File: config.mk
export PLATFORM = sky130hd
export DESIGN_NAME = io_checkpoint_sequencer
export DESIGN_NICKNAME = d
export VERILOG_FILES = /design/src/rtl/io_checkpoint_sequencer.sv
export SDC_FILE = /design/constraint.sdc
export NUM_CORES = 1
export LEC_CHECK = 0
export ABC_AREA = 1
export CAP_MARGIN = 20
export CORE_AREA = 2 2 206 127
export DETAILED_ROUTE_END_ITERATION = 16
export DIE_AREA = 0 0 208 129
export PLACE_DENSITY = 0.8
export SETUP_SLACK_MARGIN = 0.2
export SYNTH_ARGS = -nofsm -noshare
export SYNTH_HDL_FRONTEND = slang
export SYNTH_SLANG_ARGS = --single-unit
export TNS_END_PERCENT = 20
File: constraint.sdc
create_clock -name wb_clk_i -period 5.52 [get_ports wb_clk_i]
set_input_delay 1.38 -clock wb_clk_i [delete_from_list [all_inputs] [get_ports wb_clk_i]]
set_output_delay 1.38 -clock wb_clk_i [all_outputs]
set_load 0.02 [all_outputs]
File: src/rtl/io_checkpoint_sequencer.sv
// io_checkpoint_sequencer: watches a status bus for an ordered sequence of
// masked patterns. Each step must match for STABLE consecutive cycles before
// a per-step timeout expires. Reports pass/fail, current step and failing step.
module io_checkpoint_sequencer #(
  parameter  int DATA_W = 16,
  parameter  int DEPTH  = 8,
  parameter  int TO_W   = 24,
  parameter  int STABLE = 4,
  localparam int AW     = $clog2(DEPTH)
) (
  input  logic              wb_clk_i,
  input  logic              wb_rst_i,
  input  logic              cfg_we,
  input  logic [AW-1:0]     cfg_addr,
  input  logic [DATA_W-1:0] cfg_pattern,
  input  logic [DATA_W-1:0] cfg_mask,
  input  logic [AW:0]       num_steps,
  input  logic [TO_W-1:0]   timeout_cycles,
  input  logic              start,
  input  logic              abort,
  input  logic [DATA_W-1:0] watch_i,
  output logic              busy_o,
  output logic              done_o,
  output logic              pass_o,
  output logic              timeout_o,
  output logic [AW:0]       step_o,
  output logic              step_pulse_o
);

  localparam int SW = $clog2(STABLE + 1);
  localparam logic [SW-1:0] P_STAB_LAST = SW'(STABLE - 1);
  localparam logic [AW:0]   P_DEPTH     = (AW + 1)'(DEPTH);

  typedef enum logic [1:0] {S_IDLE, S_RUN, S_DONE} state_t;

  typedef struct packed {
    logic [DATA_W-1:0] pat;
    logic [DATA_W-1:0] msk;
  } entry_t;

  entry_t            r_tbl [DEPTH];
  state_t            r_state, w_state_nxt;
  logic [AW:0]       r_step, r_num;
  logic [SW-1:0]     r_stab;
  logic [TO_W-1:0]   r_to, r_tlim;
  logic              r_pass, r_tmo, r_pulse;

  logic              w_run, w_match, w_accept, w_last, w_tmo_hit;
  logic [AW:0]       w_num_clamp;
  entry_t            w_cur;

  // Current table entry and per-cycle compare/event decode
  always_comb begin
    w_run       = (r_state == S_RUN);
    w_cur       = r_tbl[r_step[AW-1:0]];
    w_match     = (((watch_i ^ w_cur.pat) & w_cur.msk) == '0);
    w_accept    = w_run && w_match && (r_stab == P_STAB_LAST);
    w_last      = (r_step == r_num - 1'b1);
    // Acceptance wins over a timeout landing on the same cycle
    w_tmo_hit   = w_run && !w_accept && (r_tlim != '0) && (r_to == r_tlim - 1'b1);
    w_num_clamp = (num_steps > P_DEPTH) ? P_DEPTH : num_steps;
  end

  // Sequence table: writable only while no run is in progress, never reset
  always_ff @(posedge wb_clk_i) begin
    if (cfg_we && !w_run) r_tbl[cfg_addr] <= '{pat: cfg_pattern, msk: cfg_mask};
  end

  // FSM state register
  always_ff @(posedge wb_clk_i) begin
    if (wb_rst_i) r_state <= S_IDLE;
    else          r_state <= w_state_nxt;
  end

  // FSM next state; abort overrides start and every RUN event
  always_comb begin
    w_state_nxt = r_state;
    if (abort) begin
      w_state_nxt = S_IDLE;
    end else begin
      case (r_state)
        S_IDLE, S_DONE: if (start) w_state_nxt = (w_num_clamp == '0) ? S_DONE : S_RUN;
        S_RUN:          if ((w_accept && w_last) || w_tmo_hit) w_state_nxt = S_DONE;
        default:        w_state_nxt = S_IDLE;
      endcase
    end
  end

  // Step/debounce/timeout counters and registered status flags
  always_ff @(posedge wb_clk_i) begin
    if (wb_rst_i) begin
      r_step  <= '0;
      r_num   <= '0;
      r_stab  <= '0;
      r_to    <= '0;
      r_tlim  <= '0;
      r_pass  <= 1'b0;
      r_tmo   <= 1'b0;
      r_pulse <= 1'b0;
    end else begin
      r_pulse <= 1'b0;
      if (abort) begin
        r_step <= '0;
        r_stab <= '0;
        r_to   <= '0;
        r_pass <= 1'b0;
        r_tmo  <= 1'b0;
      end else if (!w_run) begin
        if (start) begin
          r_num  <= w_num_clamp;
          r_tlim <= timeout_cycles;
          r_step <= '0;
          r_stab <= '0;
          r_to   <= '0;
          r_pass <= (w_num_clamp == '0);
          r_tmo  <= 1'b0;
        end
      end else if (w_accept) begin
        r_pulse <= 1'b1;
        r_step  <= r_step + 1'b1;
        r_stab  <= '0;
        r_to    <= '0;
        if (w_last) r_pass <= 1'b1;
      end else begin
        r_stab <= w_match ? r_stab + 1'b1 : '0;
        if (r_to != '1) r_to <= r_to + 1'b1;
        if (w_tmo_hit) r_tmo <= 1'b1;
      end
    end
  end

  // Outputs: all taken straight from registers
  always_comb begin
    busy_o       = (r_state == S_RUN);
    done_o       = (r_state == S_DONE);
    pass_o       = r_pass;
    timeout_o    = r_tmo;
    step_o       = r_step;
    step_pulse_o = r_pulse;
  end

endmodule

* After elaboration in Yosys (flattened, before gate mapping)
Memory sizes are Yosys's and may differ from the RTL's. A register that Yosys moved wholly into a read port is not among the register bits. Index checks and enable logic that the tools add are counted.
Word-level totals: register bits after elaboration 64, bits in latches 0, bits in writable memories 256, memory bits (read-only) 0, input port bits 84, output and inout bits 9, logic and storage cells 86, memories kept 1
Operators by class: add/sub/neg operators 5, multiply operators 0, divide/modulo/power cells 0, magnitude comparators 1, eq/ne operators 13, shift-type cells 0, multiplexer cells 29, bitwise logic cells 4, reductions and logical operators 24
Memory list:
- r_tbl | depth 8, bits a word 32, rd ports 1, clocked after memory_dff 1, wr ports 1, RTL line 41 | entry_t r_tbl [DEPTH];
Operators by type and width (number):
- 24-bit 2-to-1 mux | 4
- 24-bit by 1-bit adder with 24-bit output, second input constant | 1
- 24-bit equality test | 1
- 24-bit inequality test, second input constant | 1
- 24-bit nonzero test | 1
- 24-bit by 1-bit subtractor with 24-bit output, second input constant | 1
- 3-bit 2-to-1 mux | 6
- 16-bit AND | 1
- 16-bit logical NOT | 1
- 4-bit 2-to-1 mux | 4
- 16-bit bitwise XOR | 1
- 1-bit 2-to-1 mux | 11
- 3-bit AND reduction | 3
- 2-bit by 1-bit inequality test with 1-bit output, second input constant | 4
- 1-bit logical AND | 7
- 2-bit 2-to-1 mux | 3
- 2-bit AND reduction | 3
- 4-bit by 1-bit adder with 4-bit output, second input constant | 1
- 4-bit equality test | 1
- 4-bit greater-than comparator, second input constant | 1
- 4-bit logical NOT | 1
- 2-bit inequality test, second input constant | 2
- 2-bit one-hot mux with 2 select lines | 1
- 2-bit OR reduction | 2
- 12 further kinds | 14

* Logic depth before layout (Yosys ltp)
Gate-level depths: netlist of the first run.
depth after elaboration 12, mapped depth 22, depth with buffers taken out 20

* Worst setup path after synthesis of the first run
OpenSTA, ideal clock, no wires.
path kind input to register, from input port cfg_we, to memory r_tbl[0][0] (netlist name), enable pin, setup time 0.421 ns, arrival time 2.997 ns, required time 5.099 ns, path slack 2.102 ns, stages 4, path buffers 0, cell sequence inv_1 > nor2_1 > nand2_1 > nor2_1
Between the ends: longest elaborated chain between the ends 3
Ends and longest elaborated chain:
- from (decl) | RTL line 13 | input logic cfg_we,
- 1-bit logical AND | RTL line 66 | if (cfg_we && !w_run) r_tbl[cfg_addr] <= '{pat: cfg_pattern, msk: cfg_mask};
- 1-bit 2-to-1 mux | RTL line 66
- 1-bit 2-to-1 mux (implied by the code) | RTL line 66
- to (decl) | RTL line 41
No other way between the ends.

==> flow_metrics.tcl, run 1 <==
set metrics [dict create \
    power_density_nw_per_um2 308 \
    synth_common_cells "434 x nand2_1, 256 x edfxtp_1, 227 x nor2_1" \
    power.leakage_nw 6.76 \
    grt_first_pass_wirelength_mm 57.0 \
    cts.htree.levels 1 \
    cp_max_fo 69 \
    ctsResizeCount 0 \
    cts_buffers 30 \
    clk_path_buf_depth 3 \
    cts_hold_buf 0 \
    num_antenna_cells 0 \
    finClkSkew_ps 17.4 \
    ys_warn_count 0 \
    fin_hold_ws_ps 465 \
    die_height_um 129 \
    drive_above_1_share 0.0527 \
    drt_iter0_drc 1245 \
    dieArea_um2 26800 \
    drc 0 \
    synth_cell_types 39 \
    finalSetupViolCount 0 \
    vias_per_cell 5.61 \
    setup_slack_ps 1200 \
    syn_nets 1716 \
    fmax_mhz 232 \
    synth_top_area_frac 0.518 \
    totalWireLength_mm 37.1 \
    cp_common_cell "nand2_1" \
    min_path_type "register to register" \
    dpl.cell_count 1999 \
    start_util 0.596 \
    overflow 0 \
    peakVddDrop_uv 293 \
    drv_cap 0 \
    fin_crit_ps 4320 \
    worstSetupPathType "register to register" \
    core-area_um2 24900 \
    track_usage 0.274 \
    yosysTopAreaCell "edfxtp_1" \
    synthArstFlopShare 0 \
    status "completed" \
    drtAntennaViolNets 0 \
    cp-end-kind "register" \
    insertion_delay_ps 560 \
    worstMarginPinSlew_ps 1120 \
    synth_area_leaders "edfxtp_1 52%, nand2_1 11%, dfxtp_1 9.0%" \
    cp_top_family "simple AND/OR/NAND/NOR gates" \
    finalSetupTns_ps 0 \
    cts.sink_count 323 \
    rows 45 \
    slew_violations 0 \
    vias 11542 \
    instances_no_fill 2056 \
    arrival_ps 4760 \
    final_util 0.686 \
    drt_pre_antenna_iters 5 \
    finalCritPeriodShare 0.782 \
    cts_root_buffer "clkbuf_16" \
    yosysMostFrequentCell "nand2_1" \
    start_kind "register" \
    post_cts_buffers 0 \
    place.gp.congestion 0.979 \
    critPathSlowestCell "clkinv_2" \
    rsz0062_at_grt "no" \
    synthToLayoutAreaGrowth_pct 15.2 \
    max-slew-margin-rel 0.255 \
    fin_nets 1794 \
    wl_per_cell_um 18.0 \
    fp.dieW_um 208 \
    path_buf_inv 3 \
    cts_tree "yes" \
    use_met1 0.418 \
    grt_use_met3 0.0603 \
    finalHoldViolations 0 \
    synth_cells 1625 \
    io_buffers 92 \
    netlist_area_um2 14800 \
    grt_pass1_vias 10409 \
    required_ps 5960 \
    dp_hpwl_mm 23.9 \
    postSynthAreaPerCell_um2 9.13 \
    dp_slack_ps 1320 \
    top_usage_layer "met1" \
    grt_max_degree 76 \
    synth_edf_count 256 \
    ys_seq_area_frac 0.609 \
    synth-main-ff-cell "edfxtp_1" \
    max_stage_delay_ps 790 \
    antenna_found_initial 1 \
    io_pins 93 \
    path_cells "clkinv_2, buf_12, nand2_1, nand3_1, nand3_1, nand2_1, nand2_1, nand2_1, nor2_1, nand3_1, nand2_1, nand3_4, nand2_1, inv_1, nand2_1, nand2_1, o21ai_1, nor2_1" \
    synth_seq_cells 323 \
    use_met2 0.400 \
    path_clk_slew_ps 70 \
]
worst paths after layout:
path                                             start                     end  slack, ps  cells after the start
worst max-delay path                          register    r_to[1]$_SDFFE_PP0P_       1200                     18
worst min-delay path            timeout_o$_SDFFE_PP0P_  timeout_o$_SDFFE_PP0P_        470                      2
worst max register to register                register    r_to[1]$_SDFFE_PP0P_       1200                     18
worst min register to register  timeout_o$_SDFFE_PP0P_  timeout_o$_SDFFE_PP0P_        470                      2
cells in the final DEF (no fill, tap or decap), types with 14 or more instances in the layout:
cell / count
o21ai_0: 62
edfxtp_1: 256
nand4_1: 14
nor2_1: 219
o21ai_1: 30
nand3_1: 129
inv_1: 155
nand2_1: 434
clkdlybuf4s50_1: 92
xor2_1: 23
clkbuf_16: 31
a21oi_1: 84
nor3_1: 15
dfxtp_1: 65
metrics by stage:
stage	instance area, um^2	total power [mW]
2_1_floorplan	14800	2.97
3_3_place_gp	16000	3.13
3_5_place_dp	16000	3.14
4_1_cts	17100	5.27
5_1_grt	17100	5.41
6_report	17100	5.25
per-layer routing:
layer	vias to the layer above	wire length, um
met4	0	652
met3	53	4060
met2	581	15800
met5	-	0
li1	5551	-
met1	5357	16600
registers in the layout (all words and copies together) (netlist names), named ones only:
signal and count:
step_o 4, r_num 4, pass_o 1, r_tbl 256, step_pulse_o 1, r_stab 3, r_tlim 24, r_state 2
r_to 24, timeout_o 1
final cells by class:
| type | instances | area, um^2 |
|---|---|---|
| clock buffers | 34 | 787 |
| clock inverters | 22 | 244 |
| fillers | 1869 | 7810 |
| inverters | 162 | 609 |
| multi-input cells | 1078 | 4920 |
| flip-flops and latches | 323 | 9030 |
| well taps | 329 | 412 |
| repair buffers | 108 | 1070 |
worst min-delay path, stage by stage, from the launching register on:
cell     delay [ps]
dfxtp_1         310
nand2_1          60
a21oi_1          50
power breakdown:
group | switching, mW | internal (mW)
clock network | 0.894 | 1.26
registers | 0.0354 | 2.68
logic | 0.241 | 0.142
total | 1.17 | 4.08
kinds of logic (layout without fill, tap and decap cells):
group | count (synthesis) | count (layout) | share of synthesized area
flip-flops | 323 | 323 | 0.609
AO/OA/AOI/OAI | 197 | 197 | 0.0695
buffers and inverters | 224 | 326 | 0.0632
adder cells (fa/ha/maj) | 7 | 7 | 0.00591
AND/OR/NAND/NOR | 843 | 843 | 0.234
XOR/XNOR | 31 | 31 | 0.0183
No activity file was read; power rests on OpenSTA's default activity.
==> inputs of run 2 (changes only) <==
clock period = 4.2 ns   (was 5.52 ns; I/O delays follow)
==> flow_metrics.tcl, run 2 (synthesized netlist as in run 1, its figures left out) <==
set metrics [dict create \
    reg2regPathDepth 16 \
    path_clk_slew_ps 70 \
    drive_above_1_share 0.0550 \
    largest_register_ffs 256 \
    insertion_delay_ps 560 \
    power.leakage_nw 6.75 \
    min_path_type "register to register" \
    fin_nets 1795 \
    top_usage_layer "met1" \
    finalCritPeriodShare 0.808 \
    regToRegSetupSlack_ps 810 \
    vias 11463 \
    grt_max_degree 76 \
    fmax_mhz 295 \
    timing.rr.end "r_to[8]$_SDFFE_PP0P_" \
    post_cts_buffers 0 \
    status "completed" \
    drtAntennaViolNets 0 \
    finClkSkew_ps 10.1 \
    placed_cell_area_um2 16100 \
    dieArea_um2 26800 \
    start_kind "register" \
    arrival_ps 3850 \
    cts_root_buffer "clkbuf_16" \
    dp_hpwl_mm 23.1 \
    cts_buffers 29 \
    rows 45 \
    die_height_um 129 \
    fill_cells 1859 \
    fin_crit_ps 3390 \
    antenna_found_initial 0 \
    vias_per_cell 5.58 \
    cp_max_fo 55 \
    cts_tree "yes" \
    largest_register "r_tbl" \
    synthToLayoutAreaGrowth_pct 15.0 \
    place.gp.congestion 0.983 \
    fp.dieW_um 208 \
    stdcell_area_um2 17000 \
    grt_use_met3 0.0571 \
    overflow 0 \
    cp-end-kind "register" \
    io_buffers 92 \
    start_util 0.596 \
    clk_path_buf_depth 3 \
    required_ps 4660 \
    use_met1 0.418 \
    rsz0062_at_grt "no" \
    fin_hold_ws_ps 473 \
    drt_pre_antenna_iters 6 \
    drv_cap 0 \
    drt_iter0_drc 1430 \
    min-delay-start "r_stab[2]$_SDFFE_PP0N_" \
    slew_violations 0 \
    totalWireLength_mm 36.6 \
    peakVddDrop_uv 414 \
    final_common_cell "nand2_1" \
    worstSetupPathType "register to register" \
    cts.htree.levels 1 \
    cts_hold_buf 0 \
    power_density_nw_per_um2 398 \
    track_usage 0.272 \
    drc 0 \
    ctsResizeCount 0 \
    mostFrequentLayoutCells "434 x nand2_1, 256 x edfxtp_1, 219 x nor2_1, 155 x inv_1, 129 x nand3_1" \
    io_pins 93 \
    largestRegisters "r_tbl: 256 flops, r_tlim: 24 flops, r_to: 24 flops" \
    max-slew-margin-rel 0.359 \
    core-area_um2 24900 \
    use_met2 0.397 \
    cts.sink_count 323 \
    worstMarginPinSlew_ps 953 \
    grt_first_pass_wirelength_mm 56.7 \
    num_antenna_cells 0 \
    finalHoldViolations 0 \
    grt_pass1_vias 10560 \
    crit_end "r_to[8]$_SDFFE_PP0P_" \
    finalSetupViolCount 0 \
    finalSetupTns_ps 0 \
    wl_per_cell_um 17.8 \
]
## run 2: cell count changes in the layout (fill, tap and decap cells not counted), sizes merged
cell      delta
clkbuf       +3
clkinv       -5
clkinvlp     +1
buf          +2
bufinv       -2
## run 2: critical path, stage by stage (launching register included)
cell and delay (ps):
dfxtp_4 360, clkinv_2 370, buf_12 350, o21ai_1 230, nand3_1 100, nand3_1 140
nand2_1 70, nor2_1 230, nand3_1 120, nand2_1 200, nand3_4 180, nand2_2 170
inv_2 130, nand2_4 240, inv_2 160, nor2_1 130, nor2_1 60
## run 2: metal layers
metal	routed length, um	vias to the layer above
met3	3850	55
met4	614	0
met5	0	-
met2	15700	524
met1	16400	5345
li1	-	5539
## run 2: cell type report
type,instances,area (um^2),area share
repair buffers,110,1080,0.0634
inverters,162,609,0.0357
clock buffers,37,817,0.0479
flip-flops and latches,323,9030,0.530
multi-input cells,1078,4920,0.289
well taps,329,412,0.0241
clock inverters,16,170,0.00998
## run 2: how the worst min path moves through the flow
stage                             endpoint  cells past startpoint
global placement    r_stab[2]$_SDFFE_PP0N_                      2
finish              r_stab[2]$_SDFFE_PP0N_                      2
detailed placement  r_stab[2]$_SDFFE_PP0N_                      2
CTS                 r_stab[2]$_SDFFE_PP0N_                      2
floorplan            r_num[3]$_SDFFE_PP0P_                      2
global route        r_stab[2]$_SDFFE_PP0N_                      2
## run 2: stage by stage
step | worst slack, ps | power (mW) | utilization | std cells
4_1_cts | 895 | 6.80 | 0.685 | 2055
2_1_floorplan | 1110 | 3.90 | - | 1625
3_5_place_dp | 648 | 4.12 | 0.645 | 2002
6_report | 807 | 6.79 | 0.685 | 2055
5_1_grt | 508 | 7.02 | 0.685 | 2055
3_3_place_gp | 746 | 4.10 | 0.645 | 2002
## run 2: power breakdown
part / switching, mW / leakage [nW] / internal [mW] / total (mW)
logic: 0.312 / 3.40 / 0.184 / 0.496
clock network: 1.16 / 0.481 / 1.56 / 2.73
registers: 0.0446 / 2.87 / 3.52 / 3.57
==> inputs of run 3 (changes only) <==
clock period = 3.3 ns   (was 4.2 ns; I/O delays follow)
==> flow_metrics.tcl, run 3 (synthesized netlist as in run 1, its figures left out) <==
set metrics [dict create \
    status "completed" \
    synthToLayoutAreaGrowth_pct 16.4 \
    cp-end-kind "register" \
    cp_common_cell "nand2_1" \
    place.gp.congestion 0.996 \
    cts_buffers 29 \
    fill_cells 1828 \
    dp_hpwl_mm 24.0 \
    fmax_mhz 343 \
    insertion_delay_ps 570 \
    drive_above_1_share 0.0597 \
    drt_iter0_drc 1341 \
    start_util 0.596 \
    clk_path_buf_depth 3 \
    drc 0 \
    switching_share 0.228 \
    slew_violations 0 \
    grt_pass1_vias 10661 \
    drtAntennaViolNets 0 \
    max_stage_delay_ps 350 \
    power_density_nw_per_um2 492 \
    critPathSlowestCell "dfxtp_2" \
    peakVddDrop_uv 400 \
    largest_register "r_tbl" \
    final_common_cell "nand2_1" \
    wl_met1_mm 16.6 \
    dp_slack_ps 106 \
    antenna_found_initial 1 \
    clock_power_share 0.388 \
    start_kind "register" \
    p_int_mw 6.55 \
    wl_per_cell_um 17.9 \
    io_buffers 92 \
    finalCritPeriodShare 0.884 \
    max-slew-margin-rel 0.561 \
    rsz0062_at_grt "no" \
    finClkSkew_ps 24.5 \
    fin_crit_ps 2920 \
    finalHoldViolations 0 \
    cts.htree.levels 1 \
    cts.sink_count 323 \
    worstMarginPinSlew_ps 658 \
    dieArea_um2 26800 \
    power.switching_mw 1.94 \
    cts_root_buffer "clkbuf_16" \
    largestRegisters "r_tbl: 256 flops, r_tlim: 24 flops, r_to: 24 flops" \
    setup_slack_ps 382 \
    power_frac_seq 0.535 \
    arrival_ps 3380 \
    grt_max_degree 136 \
    wl_met2_mm 15.8 \
    vias 11661 \
    required_ps 3760 \
    mostFrequentLayoutCells "434 x nand2_1, 256 x edfxtp_1, 219 x nor2_1, 155 x inv_1, 129 x nand3_1" \
    largest_register_ffs 256 \
    cts_tree "yes" \
    drt_pre_antenna_iters 5 \
    vias_per_cell 5.63 \
    overflow 0 \
    totalPowerFinal_mw 8.49 \
    finalSetupTns_ps 0 \
    min_path_type "register to register" \
    fin_nets 1811 \
    path_clk_slew_ps 70 \
    io_pins 93 \
    dpl.cell_count 2016 \
    path_cells "inv_4, buf_12, nand2_1, a21oi_1, a21oi_1, nand3_1, nand2_1, nor2_1, nand3_1, nand2_1, nand3_4, buf_4, nand2_1, buf_4, nor3_1, nor2_1, nor2_1" \
    finalSetupViolCount 0 \
    core-area_um2 24900 \
    power.leakage_nw 6.82 \
    instances_no_fill 2073 \
    cp_max_fo 42 \
    grt_first_pass_wirelength_mm 56.7 \
    fp.dieW_um 208 \
    die_height_um 129 \
    totalWireLength_mm 37.1 \
    top_layer_used "met4" \
    route.met3.wl_mm 3.92 \
    drv_cap 0 \
    rows 45 \
    power_frac_comb 0.077 \
    track_usage 0.272 \
    worstSetupPathType "register to register" \
]
==> run 3: changes by cell type in the layout (fill, tap and decap cells not counted), sizes merged <==
cell,change
buf,+15
bufinv,-1
clkbuf,+2
clkinv,+2
diode,+1
inv,+1
clkinvlp,-2
==> run 3: critical path, delay by kind of cell (launching register included) <==
family          cells  cell delay [ps]
simple gates       11             1310
buf+inv             4              890
flops               1              350
compound gates      2              220
==> run 3: layer usage <==
layer,vias to the layer above,track usage
li1,5578,-
met1,5447,0.405
met2,577,0.405
met3,59,0.0591
met4,0,0.0763
met5,-,0
==> run 3: worst paths after layout <==
path | start | end | slack, ps | cells past startpoint
hold / removal | r_stab[2]$_SDFFE_PP0N_ | r_stab[2]$_SDFFE_PP0N_ | 470 | 2
setup reg to reg | register | r_to[6]$_SDFFE_PP0P_ | 380 | 17
hold reg to reg | r_stab[2]$_SDFFE_PP0N_ | r_stab[2]$_SDFFE_PP0N_ | 470 | 2
setup / recovery | register | r_to[6]$_SDFFE_PP0P_ | 380 | 17
==> run 3: repair_timing <==
action / CTS / global route
pin swaps: 0 / 1
buffers inserted: 0 / 1
gates resized for setup: 1 / 7
hold buffers: 0 / 0
gates cloned: 0 / 1
setup endpoints to repair: 4 / 23
==> run 3: final cells by class <==
class | count | area (um^2) | share of cell area
Multi-Input combinational cell | 1078 | 4930 | 0.286
Sequential cell | 323 | 9030 | 0.524
Antenna cell | 1 | 2.50 | 0.000145
Timing Repair Buffer | 126 | 1340 | 0.0776
Inverter | 162 | 618 | 0.0358
Clock inverter | 16 | 135 | 0.00783
Clock buffer | 38 | 779 | 0.0452
Tap cell | 329 | 412 | 0.0239
==> run 3: through the flow <==
step / cell area [um^2] / hold slack, ps / util
6_report: 17300 / 472 / 0.693
5_1_grt: 17300 / 491 / 0.693
4_1_cts: 17200 / 471 / 0.691
3_5_place_dp: 16300 / 461 / 0.654
3_3_place_gp: 16300 / 453 / 0.654
2_1_floorplan: 14800 / 444 / -
==> run 3: power by group through the flow <==
stage / Clock [mW] / Combinational, mW / Sequential (mW)
6_report: 3.29 / 0.653 / 4.54
2_1_floorplan: 0 / 0.356 / 4.61
3_5_place_dp: 0 / 0.635 / 4.63
5_1_grt: 3.50 / 0.724 / 4.54
3_3_place_gp: 0 / 0.616 / 4.62
4_1_cts: 3.32 / 0.640 / 4.54
